## src/rtl/fifo_wr_arbiter_pkg.sv

```systemverilog
// Shared definitions for the FIFO write-port arbiter: FSM state encoding and
// FIFO geometry common with the FIFO itself.
package fifo_wr_arbiter_pkg;

    localparam int DEPTH   = 8;
    localparam int COUNT_W = 4;

    typedef enum logic [1:0] {
        IDLE  = 2'b00,
        ISSUE = 2'b01,
        WAIT  = 2'b10,
        RETRY = 2'b11
    } arbState_t;

    // data_count == DEPTH is the FIFO's full condition
    function automatic logic isFull(input logic [COUNT_W-1:0] dataCount);
        return dataCount == COUNT_W'(DEPTH);
    endfunction

endpackage

```

## src/rtl/fifo_rr_pick.sv

```systemverilog
// Combinational 2-way round-robin selector; pointer picks the winner only
// when both requesters are active.
module fifo_rr_pick (
    input  logic req0,
    input  logic req1,
    input  logic pointer,
    output logic sel,
    output logic valid
);

    assign valid = req0 | req1;
    assign sel   = (req0 & req1) ? pointer : req1;

endmodule

```

## src/rtl/fifo_wr_arbiter.sv

```systemverilog
// Round-robin arbiter sharing the FIFO write port between two producers.
// Optional statistics counters are enabled with FIFO_WR_ARB_STATS_EN.
module fifo_wr_arbiter
    import fifo_wr_arbiter_pkg::*;
#(
    parameter int DW        = 8,
    parameter int TIMEOUT   = 4,
    parameter int MAX_RETRY = 1
) (
    input  logic          clk,
    input  logic          reset,
    input  logic          req0,
    input  logic          req1,
    input  logic [DW-1:0] din0,
    input  logic [DW-1:0] din1,
    output logic          gnt0,
    output logic          gnt1,
    output logic          err0,
    output logic          err1,
    output logic          fifo_wr_en,
    output logic [DW-1:0] fifo_din,
    input  logic          fifo_full,
    input  logic          fifo_wr_ack,
    input  logic          fifo_wr_err,
    output logic          busy
`ifdef FIFO_WR_ARB_STATS_EN
    ,
    output logic [15:0]   acc_cnt0,
    output logic [15:0]   acc_cnt1,
    output logic [15:0]   drop_cnt
`endif
);

    localparam int TW = $clog2(TIMEOUT + 1);
    localparam int RW = (MAX_RETRY > 0) ? $clog2(MAX_RETRY + 1) : 1;

    arbState_t      r_state;
    logic           r_owner;
    logic           r_ptr;
    logic [RW-1:0]  r_retry;
    logic [TW-1:0]  r_tmo;
    logic [DW-1:0]  r_din;
    logic           r_wrEn;
    logic           r_busy;
    logic           r_gnt0;
    logic           r_gnt1;
    logic           r_err0;
    logic           r_err1;
    logic           w_sel;
    logic           w_valid;
    logic           w_ownerReq;

    fifo_rr_pick u_pick (
        .req0    (req0),
        .req1    (req1),
        .pointer (r_ptr),
        .sel     (w_sel),
        .valid   (w_valid)
    );

    assign w_ownerReq = r_owner ? req1 : req0;

    // All outputs are registered; a response outranks the timeout in WAIT.
    always_ff @(posedge clk or posedge reset) begin
        if (reset) begin
            r_state <= IDLE;
            r_owner <= 1'b0;
            r_ptr   <= 1'b0;
            r_retry <= '0;
            r_tmo   <= '0;
            r_din   <= '0;
            r_wrEn  <= 1'b0;
            r_busy  <= 1'b0;
            r_gnt0  <= 1'b0;
            r_gnt1  <= 1'b0;
            r_err0  <= 1'b0;
            r_err1  <= 1'b0;
        end else begin
            r_wrEn <= 1'b0;
            r_gnt0 <= 1'b0;
            r_gnt1 <= 1'b0;
            r_err0 <= 1'b0;
            r_err1 <= 1'b0;
            r_busy <= (r_state != IDLE);
            case (r_state)
                IDLE: begin
                    if (!fifo_full && w_valid) begin
                        r_owner <= w_sel;
                        r_din   <= w_sel ? din1 : din0;
                        r_retry <= '0;
                        r_state <= ISSUE;
                    end
                end
                ISSUE: begin
                    r_wrEn  <= 1'b1;
                    r_tmo   <= '0;
                    r_state <= WAIT;
                end
                WAIT: begin
                    r_tmo <= r_tmo + TW'(1);
                    if (fifo_wr_ack) begin
                        r_gnt0  <= ~r_owner;
                        r_gnt1  <= r_owner;
                        r_ptr   <= ~r_owner;
                        r_retry <= '0;
                        r_state <= IDLE;
                    end else if (fifo_wr_err && (r_retry < RW'(MAX_RETRY))) begin
                        r_retry <= r_retry + RW'(1);
                        r_state <= RETRY;
                    end else if (fifo_wr_err || (r_tmo == TW'(TIMEOUT))) begin
                        r_err0  <= ~r_owner;
                        r_err1  <= r_owner;
                        r_ptr   <= ~r_owner;
                        r_retry <= '0;
                        r_state <= IDLE;
                    end
                end
                RETRY: begin
                    if (!w_ownerReq) begin
                        r_retry <= '0;
                        r_state <= IDLE;
                    end else if (!fifo_full) begin
                        r_state <= ISSUE;
                    end
                end
                default: r_state <= IDLE;
            endcase
        end
    end

    assign gnt0       = r_gnt0;
    assign gnt1       = r_gnt1;
    assign err0       = r_err0;
    assign err1       = r_err1;
    assign fifo_wr_en = r_wrEn;
    assign fifo_din   = r_din;
    assign busy       = r_busy;

`ifdef FIFO_WR_ARB_STATS_EN
    logic [15:0] r_acc0;
    logic [15:0] r_acc1;
    logic [15:0] r_drop;

    // Saturating counters follow the registered completion pulses.
    always_ff @(posedge clk or posedge reset) begin
        if (reset) begin
            r_acc0 <= '0;
            r_acc1 <= '0;
            r_drop <= '0;
        end else begin
            if (r_gnt0 && (r_acc0 != 16'hFFFF)) r_acc0 <= r_acc0 + 16'd1;
            if (r_gnt1 && (r_acc1 != 16'hFFFF)) r_acc1 <= r_acc1 + 16'd1;
            if ((r_err0 || r_err1) && (r_drop != 16'hFFFF)) r_drop <= r_drop + 16'd1;
        end
    end

    assign acc_cnt0 = r_acc0;
    assign acc_cnt1 = r_acc1;
    assign drop_cnt = r_drop;
`endif

endmodule

```

## config.mk

```make
export PLATFORM = sky130hd
export DESIGN_NAME = fifo_wr_arbiter
export DESIGN_NICKNAME = d
export VERILOG_FILES = /design/src/rtl/fifo_wr_arbiter_pkg.sv /design/src/rtl/fifo_rr_pick.sv /design/src/rtl/fifo_wr_arbiter.sv
export SDC_FILE = /design/constraint.sdc
export NUM_CORES = 1
export LEC_CHECK = 0
export CAP_MARGIN = 20
export CELL_PAD_IN_SITES_DETAIL_PLACEMENT = 0
export CELL_PAD_IN_SITES_GLOBAL_PLACEMENT = 1
export CORE_ASPECT_RATIO = 1.75
export CORE_MARGIN = 8
export CORE_UTILIZATION = 45
export DETAILED_ROUTE_END_ITERATION = 7
export DONT_BUFFER_PORTS = 1
export MAX_ROUTING_LAYER = met4
export PLACE_DENSITY_LB_ADDON = 0.1
export SLEW_MARGIN = 20
export SYNTH_ARGS = -nofsm -noshare
export SYNTH_HDL_FRONTEND = slang
export SYNTH_SLANG_ARGS = --single-unit
```

## constraint.sdc

```tcl
create_clock -name clk -period 2.3 [get_ports clk]
set_clock_uncertainty 0.15 [all_clocks]
set_input_delay 0.345 -clock clk [delete_from_list [all_inputs] [get_ports clk]]
set_output_delay 0.345 -clock clk [all_outputs]
set_load 0.05 [all_outputs]
```

==> impl_metrics.xml, run 1 <==
<?xml version="1.0" encoding="UTF-8"?>
<metrics>
  <group name="status">
    <metric name="run_status" unit="">finished, violations left</metric>
    <metric name="failed_checks" unit="">hold timing</metric>
  </group>
  <group name="layout">
    <metric name="utilization" unit="">0.494</metric>
    <metric name="layout_common_cells" unit="">22 x sky130_fd_sc_hd__dfrtp_1, 13 x sky130_fd_sc_hd__nand2_1, 9 x sky130_fd_sc_hd__inv_1</metric>
    <metric name="final_common_cell" unit="">sky130_fd_sc_hd__dfrtp_1</metric>
    <metric name="design.final.nets" unit="">135</metric>
    <metric name="layout-drive-gt1-share" unit="">0.135</metric>
    <metric name="num_antenna_cells" unit="">0</metric>
    <metric name="area_growth_syn_to_layout" unit="%">6.67</metric>
  </group>
  <group name="place">
    <metric name="place.detailed.hpwl" unit="µm">1770</metric>
    <metric name="portBuffers" unit="">0</metric>
    <metric name="finalWeightedCongestion" unit="">0.776</metric>
    <metric name="place_ws" unit="ps">416</metric>
  </group>
  <group name="floorplanning">
    <metric name="placeableCoreArea" unit="mm²">0.00243</metric>
    <metric name="design.die.area" unit="mm²">0.00442</metric>
    <metric name="std_cell_rows" unit="">24</metric>
    <metric name="die_h" unit="µm">82.2</metric>
    <metric name="initial_core_util" unit="">0.463</metric>
    <metric name="die_w" unit="µm">53.8</metric>
    <metric name="io-pin-count" unit="">37</metric>
  </group>
  <group name="setup_path">
    <metric name="critical_path_class" unit="">register to register</metric>
    <metric name="worstPathArrival" unit="ps">1870</metric>
    <metric name="timing.critical_path.fanout_max" unit="">8</metric>
    <metric name="critical_path.endpoint_type" unit="">register</metric>
    <metric name="required_time_at_the_endpoint_of_the_critical_path" unit="ps">2290</metric>
    <metric name="start_kind" unit="">register</metric>
    <metric name="timing.reg2reg.setup_slack" unit="ps">430</metric>
  </group>
  <group name="global_route">
    <metric name="grt.overflow.total" unit="">0</metric>
    <metric name="first_global_vias" unit="">778</metric>
    <metric name="grt_start_max_net_pins" unit="">23</metric>
    <metric name="wire_length_of_the_first_global_routing_pass" unit="µm">3600</metric>
    <metric name="antenna_found_initial" unit="">0</metric>
    <metric name="grtUsageTotal" unit="">0.112</metric>
  </group>
  <group name="cts">
    <metric name="cts.reportedPaths.clkPinSlew" unit="ps">70</metric>
    <metric name="clock_root_buffer" unit="">sky130_fd_sc_hd__clkbuf_8</metric>
    <metric name="cts.sink_count" unit="">22</metric>
    <metric name="post_cts_setup_bufs" unit="">0</metric>
    <metric name="cts_buffer_depth" unit="">2</metric>
    <metric name="clk_latency" unit="ps">260</metric>
    <metric name="cts_resized" unit="">0</metric>
    <metric name="cts_tree" unit="">yes</metric>
    <metric name="cts_max_level" unit="">1</metric>
    <metric name="cts_inserted_buffers" unit="">3</metric>
  </group>
  <group name="drt">
    <metric name="drt_pre_antenna_iters" unit="">4</metric>
    <metric name="detail_route.drc_violations" unit="">0</metric>
    <metric name="via_count" unit="">737</metric>
    <metric name="detail_route.vias_per_cell" unit="">5.67</metric>
    <metric name="post_drt_wl_per_cell" unit="µm">16.6</metric>
    <metric name="routed_antenna_nets" unit="">0</metric>
    <metric name="drt_iter0_drc" unit="">11</metric>
    <metric name="detail_route.wirelength" unit="µm">2160</metric>
  </group>
  <group name="job">
    <metric name="maxCapViolations" unit="">0</metric>
  </group>
  <group name="power_and_ir_drop">
    <metric name="power.leakage" unit="nW">0.572</metric>
    <metric name="total_power" unit="mW">1.68</metric>
    <metric name="cellPowerDensity" unit="mW/mm²">1400</metric>
    <metric name="max-vdd-ir-drop" unit="µV">654</metric>
  </group>
  <group name="sta">
    <metric name="slew_headroom" unit="">0.463</metric>
    <metric name="setup_repair_after_global_routing_missed_its_margin" unit="">false</metric>
    <metric name="setup-violations-final" unit="">0</metric>
    <metric name="timing.final.ws_setup" unit="ps">428</metric>
    <metric name="finalHoldViolCount" unit="">22</metric>
    <metric name="finalWorstPathRequiredPeriod" unit="ps">1870</metric>
    <metric name="totalNegativeSetupSlack" unit="ps">0</metric>
    <metric name="worst_slew_pin_slew" unit="ps">804</metric>
    <metric name="maxClockFrequency" unit="GHz">0.534</metric>
    <metric name="worst_hold_margin" unit="ps">-24.8</metric>
    <metric name="finalMaxSlewViolations" unit="">0</metric>
    <metric name="layout_worst_path_cycle_share" unit="">0.814</metric>
  </group>
  <group name="logic_synthesis">
    <metric name="synth-compound-area-share" unit="">0.147</metric>
    <metric name="synth_top_family_by_area" unit="">compound AO/OA/AOI/OAI gates</metric>
    <metric name="post_synth_mux_area_share" unit="">0.0978</metric>
    <metric name="mappedNetlistArea" unit="mm²">0.00113</metric>
    <metric name="synth_seq_cells" unit="">22</metric>
    <metric name="synthesis.nets" unit="">131</metric>
    <metric name="syn_inst" unit="">101</metric>
    <metric name="syn_warnings" unit="">0</metric>
    <metric name="synth_adder_area_share" unit="">0.0778</metric>
    <metric name="synthesis.area_per_instance" unit="µm²">11.1</metric>
    <metric name="seq_area_frac_synth" unit="">0.489</metric>
    <metric name="simple_gate_area_share_of_the_yosys_netlist" unit="">0.139</metric>
    <metric name="synth_cell_types" unit="">30</metric>
    <metric name="synthXorXnorAreaFrac" unit="">0</metric>
  </group>
  <group name="min_path">
    <metric name="hold_wc_path_type" unit="">input pin to asynchronous set/reset pin</metric>
  </group>
</metrics>
==> per-layer routing <==
metal,global-route usage,up-vias,part of all wire
met2,0.184,24,0.55
met5,-,-,0
met1,0.109,351,0.32
met4,0.0558,0,0.021
li1,-,357,-
met3,0.0430,5,0.10
==> cells in the mapped netlist <==
cell                        n  area share
sky130_fd_sc_hd__a21oi_1    2      0.0089
sky130_fd_sc_hd__a22oi_4    1       0.019
sky130_fd_sc_hd__a31oi_1    2       0.011
sky130_fd_sc_hd__and2_1     1      0.0056
sky130_fd_sc_hd__and3_1     1      0.0056
sky130_fd_sc_hd__buf_6      2       0.020
sky130_fd_sc_hd__dfrtp_1   22        0.49
sky130_fd_sc_hd__ha_1       7       0.078
sky130_fd_sc_hd__inv_1      9       0.030
sky130_fd_sc_hd__mux2_4     2       0.027
sky130_fd_sc_hd__mux2i_1    8       0.071
sky130_fd_sc_hd__nand2_1   13       0.043
sky130_fd_sc_hd__nand2_2    1      0.0056
sky130_fd_sc_hd__nand3_1    4       0.018
sky130_fd_sc_hd__nand3b_2   1       0.010
sky130_fd_sc_hd__nor2_1     1      0.0033
sky130_fd_sc_hd__nor3_1     1      0.0044
sky130_fd_sc_hd__nor3b_2    1       0.011
sky130_fd_sc_hd__nor4_1     1      0.0056
sky130_fd_sc_hd__nor4b_1    1      0.0078
sky130_fd_sc_hd__nor4b_2    1       0.013
sky130_fd_sc_hd__o211ai_1   1      0.0067
sky130_fd_sc_hd__o21a_1     1      0.0067
sky130_fd_sc_hd__o21ai_0    4       0.018
sky130_fd_sc_hd__o21ai_1    8       0.036
sky130_fd_sc_hd__o21ai_2    1      0.0078
sky130_fd_sc_hd__o21ai_4    1       0.014
sky130_fd_sc_hd__o21bai_2   1       0.010
sky130_fd_sc_hd__o32a_1     1      0.0089
sky130_fd_sc_hd__or2_1      1      0.0056
==> critical path, cell delays in order (launching register included) <==
cell,delay (ps)
sky130_fd_sc_hd__dfrtp_1,420
sky130_fd_sc_hd__inv_1,120
sky130_fd_sc_hd__ha_1,300
sky130_fd_sc_hd__nor3b_2,280
sky130_fd_sc_hd__a22oi_4,90
sky130_fd_sc_hd__nand3b_2,90
sky130_fd_sc_hd__mux2_4,300
==> stage by stage <==
stage,std cells,instance area [µm²]
6_report,130,1200
5_1_grt,130,1200
4_1_cts,130,1200
3_5_place_dp,125,1140
3_3_place_gp,125,1140
2_1_floorplan,101,1130
==> flip-flops by register name, indices dropped and copies added (netlist names) <==
signal and flops:
r_ptr 1, r_tmo 3, r_state 2, r_retry 1, fifo_wr_en 1, r_owner 1, gnt0 1, busy 1
gnt1 1, fifo_din 8, err0 1, err1 1
==> report_power, final <==
part / switching, mW / leakage (nW) / internal [mW]
Sequential: 0.416 / 0.281 / 0.521
Clock: 0.115 / 0.0288 / 0.152
Combinational: 0.262 / 0.262 / 0.217
Total: 0.793 / 0.572 / 0.890
==> what timing repair did <==
item                                    4_1_cts  5_1_grt
hold buffers                                  1        0
endpoints found under the hold margin         1        0
endpoints found under the setup margin        0        0
==> logic make-up after synthesis <==
kind of cell | after synthesis
simple gates | 28
compound gates | 23
flops | 22
buf+inv | 11
mux | 10
fa+ha+maj | 7
==> path summary, 6_finish.rpt <==
| check | cells after the start | start | end |
|---|---|---|---|
| setup / recovery | 6 | r_state[0] | r_retry |
| hold / removal | 1 | reset | err1 |
| setup reg to reg | 6 | r_state[0] | r_retry |
| hold reg to reg | 1 | r_tmo[2] | r_tmo[2] |
| max in group asynchronous | 1 | reset | fifo_din[2] |
| min in group clk | 1 | fifo_wr_ack | err1 |
==> area by class of cell <==
class,count,area (µm²)
tap,26,32.5
fill,229,1230
timing repair buffer,1,10.0
sequential,22,551
clock buffer,4,55.1
multi-input combinational,68,519
inverter,9,33.8
(Power assumes the default switching activity.)
==> inputs of run 2 (changes only) <==
--- a/config.mk
+++ b/config.mk
@@ -10,7 +10,7 @@
 export CELL_PAD_IN_SITES_GLOBAL_PLACEMENT = 1
 export CORE_ASPECT_RATIO = 1.75
 export CORE_MARGIN = 8
-export CORE_UTILIZATION = 45
+export CORE_UTILIZATION = 42
 export DETAILED_ROUTE_END_ITERATION = 7
 export DONT_BUFFER_PORTS = 1
 export MAX_ROUTING_LAYER = met4
==> constraint.sdc (replaced) <==
create_clock -name clk -period 1.61 [get_ports clk]
set_clock_uncertainty 0.15 [all_clocks]
set_input_delay 0.2415 -clock clk [delete_from_list [all_inputs] [get_ports clk]]
set_output_delay 0.2415 -clock clk [all_outputs]
set_load 0.05 [all_outputs]
==> run 2 against run 1 <==
Net effect: the flow finishes with violations (setup timing); design area grew 11%; fmax grew 14%; critical endpoint unchanged; power grew 56%; die area grew 5.4%; wire length grew 9.0%; flip-flop and latch count is the same; highest routed layer unchanged; setup slack lost 470 ps; clock-buffer cell count shrank 1; clock power grew 20%; combinational power grew 110%; first-iteration DRC count grew 73%; largest cell class is now multi-input combinational cells; critical path depth shrank 1.
==> impl_metrics.xml, run 2 (synthesized netlist as in run 1, its figures left out) <==
<?xml version="1.0" encoding="UTF-8"?>
<metrics>
  <group name="status">
    <metric name="run_status" unit="">finished, violations left</metric>
    <metric name="failed_checks" unit="">setup timing</metric>
  </group>
  <group name="sta">
    <metric name="finalMaxSlewViolations" unit="">0</metric>
    <metric name="worst_hold_margin" unit="ps">22.4</metric>
    <metric name="setup-violations-final" unit="">2</metric>
    <metric name="layout_worst_path_cycle_share" unit="">1.02</metric>
    <metric name="finalWorstPathRequiredPeriod" unit="ps">1650</metric>
    <metric name="finalHoldViolCount" unit="">0</metric>
    <metric name="worst_slew_pin_slew" unit="ps">488</metric>
    <metric name="setup_repair_after_global_routing_missed_its_margin" unit="">true</metric>
    <metric name="totalNegativeSetupSlack" unit="ps">-42.0</metric>
    <metric name="slew_headroom" unit="">0.674</metric>
    <metric name="maxClockFrequency" unit="GHz">0.607</metric>
    <metric name="timing.final.ws_setup" unit="ps">-38.8</metric>
  </group>
  <group name="power_and_ir_drop">
    <metric name="max-vdd-ir-drop" unit="µV">1110</metric>
    <metric name="cellPowerDensity" unit="mW/mm²">1980</metric>
    <metric name="total_power" unit="mW">2.63</metric>
    <metric name="power.leakage" unit="nW">0.635</metric>
  </group>
  <group name="drt">
    <metric name="post_drt_wl_per_cell" unit="µm">16.6</metric>
    <metric name="via_count" unit="">761</metric>
    <metric name="drt_iter0_drc" unit="">19</metric>
    <metric name="drt_pre_antenna_iters" unit="">4</metric>
    <metric name="routed_antenna_nets" unit="">0</metric>
    <metric name="detail_route.vias_per_cell" unit="">5.36</metric>
    <metric name="detail_route.wirelength" unit="µm">2350</metric>
    <metric name="detail_route.drc_violations" unit="">0</metric>
  </group>
  <group name="cts">
    <metric name="cts.sink_count" unit="">22</metric>
    <metric name="clk_latency" unit="ps">250</metric>
    <metric name="cts_tree" unit="">yes</metric>
    <metric name="clock_root_buffer" unit="">sky130_fd_sc_hd__clkbuf_8</metric>
    <metric name="cts.reportedPaths.clkPinSlew" unit="ps">70</metric>
    <metric name="cts_max_level" unit="">1</metric>
    <metric name="cts_inserted_buffers" unit="">3</metric>
    <metric name="cts_buffer_depth" unit="">2</metric>
  </group>
  <group name="setup_path">
    <metric name="start_kind" unit="">register</metric>
    <metric name="critical_path_class" unit="">register to register</metric>
    <metric name="required_time_at_the_endpoint_of_the_critical_path" unit="ps">1600</metric>
    <metric name="critical_path.endpoint_type" unit="">register</metric>
    <metric name="timing.critical_path.fanout_max" unit="">4</metric>
    <metric name="worstPathArrival" unit="ps">1640</metric>
  </group>
  <group name="global_route">
    <metric name="grtUsageTotal" unit="">0.109</metric>
    <metric name="grt.overflow.total" unit="">0</metric>
    <metric name="first_global_vias" unit="">848</metric>
    <metric name="grt_start_max_net_pins" unit="">23</metric>
    <metric name="antenna_found_initial" unit="">0</metric>
    <metric name="wire_length_of_the_first_global_routing_pass" unit="µm">3720</metric>
  </group>
  <group name="place">
    <metric name="place_ws" unit="ps">-32.9</metric>
    <metric name="dpl-instance-area" unit="mm²">0.00122</metric>
    <metric name="portBuffers" unit="">0</metric>
    <metric name="place.detailed.hpwl" unit="µm">1830</metric>
    <metric name="post-place-cells" unit="">133</metric>
    <metric name="finalWeightedCongestion" unit="">0.735</metric>
  </group>
  <group name="layout">
    <metric name="design.final.nets" unit="">147</metric>
    <metric name="post-route-cell-area" unit="mm²">0.00133</metric>
    <metric name="final_std_cells_w_o_fill" unit="">142</metric>
    <metric name="fill_cells" unit="">245</metric>
    <metric name="layout-drive-gt1-share" unit="">0.261</metric>
    <metric name="area_growth_syn_to_layout" unit="%">18.0</metric>
    <metric name="num_antenna_cells" unit="">0</metric>
    <metric name="layout_common_cells" unit="">22 x sky130_fd_sc_hd__dfrtp_1, 12 x sky130_fd_sc_hd__nand2_1, 10 x sky130_fd_sc_hd__buf_4</metric>
    <metric name="final_common_cell" unit="">sky130_fd_sc_hd__dfrtp_1</metric>
    <metric name="utilization" unit="">0.506</metric>
    <metric name="largest_reg_flops" unit="">8</metric>
  </group>
  <group name="floorplanning">
    <metric name="initial_core_util" unit="">0.429</metric>
    <metric name="placeableCoreArea" unit="mm²">0.00263</metric>
    <metric name="io-pin-count" unit="">37</metric>
    <metric name="die_h" unit="µm">84.5</metric>
    <metric name="design.die.area" unit="mm²">0.00466</metric>
    <metric name="die_w" unit="µm">55.1</metric>
    <metric name="std_cell_rows" unit="">25</metric>
  </group>
  <group name="job">
    <metric name="maxCapViolations" unit="">0</metric>
  </group>
  <group name="min_path">
    <metric name="hold_wc_path_type" unit="">input pin to register</metric>
  </group>
</metrics>
[run 2: final cells by class]
| cell class | instances | area [µm²] | area share |
|---|---|---|---|
| Clock buffer | 3 | 41.3 | 0.0311 |
| Multi-Input combinational cell | 68 | 554 | 0.417 |
| Timing Repair Buffer | 13 | 115 | 0.0866 |
| Inverter | 9 | 33.8 | 0.0254 |
| Sequential cell | 22 | 551 | 0.414 |
| Tap cell | 27 | 33.8 | 0.0254 |
[run 2: per-layer routing]
layer	wire length, µm	global-route usage
met1	709	0.0977
met2	1430	0.196
met3	193	0.0283
met4	20	0.0462
met5	0	-
[run 2: final timing paths]
check	slack, ps	from	cells after the start	end
setup / recovery	-40	r_state[1]	5	r_retry
hold / removal	20	din1[5]	2	fifo_din[5]
setup reg to reg	-40	r_state[1]	5	r_retry
hold reg to reg	380	r_tmo[2]	1	r_tmo[2]
max in group asynchronous	770	reset	3	fifo_din[1]
min in group asynchronous	320	reset	3	r_tmo[0]
[run 2: worst max-delay path: stages, from the launching register on]
cell and delay [ps]:
sky130_fd_sc_hd__dfrtp_1 440, sky130_fd_sc_hd__ha_4 190, sky130_fd_sc_hd__nor3b_4 160, sky130_fd_sc_hd__a22oi_4 190, sky130_fd_sc_hd__nand3b_4 100, sky130_fd_sc_hd__mux2_4 300
[run 2: what timing repair did]
action                                  CTS  global route
buffers inserted                          2             2
resized for setup                         2             1
endpoints found under the hold margin    26             0
endpoints found under the setup margin   10            11
pin swaps                                 0             1
hold buffers                              2             0
[run 2: where the power goes]
group	switching (mW)	internal, mW	total, mW
combinational	0.477	0.509	0.986
clock	0.153	0.166	0.320
sequential	0.582	0.745	1.33
total	1.21	1.42	2.63
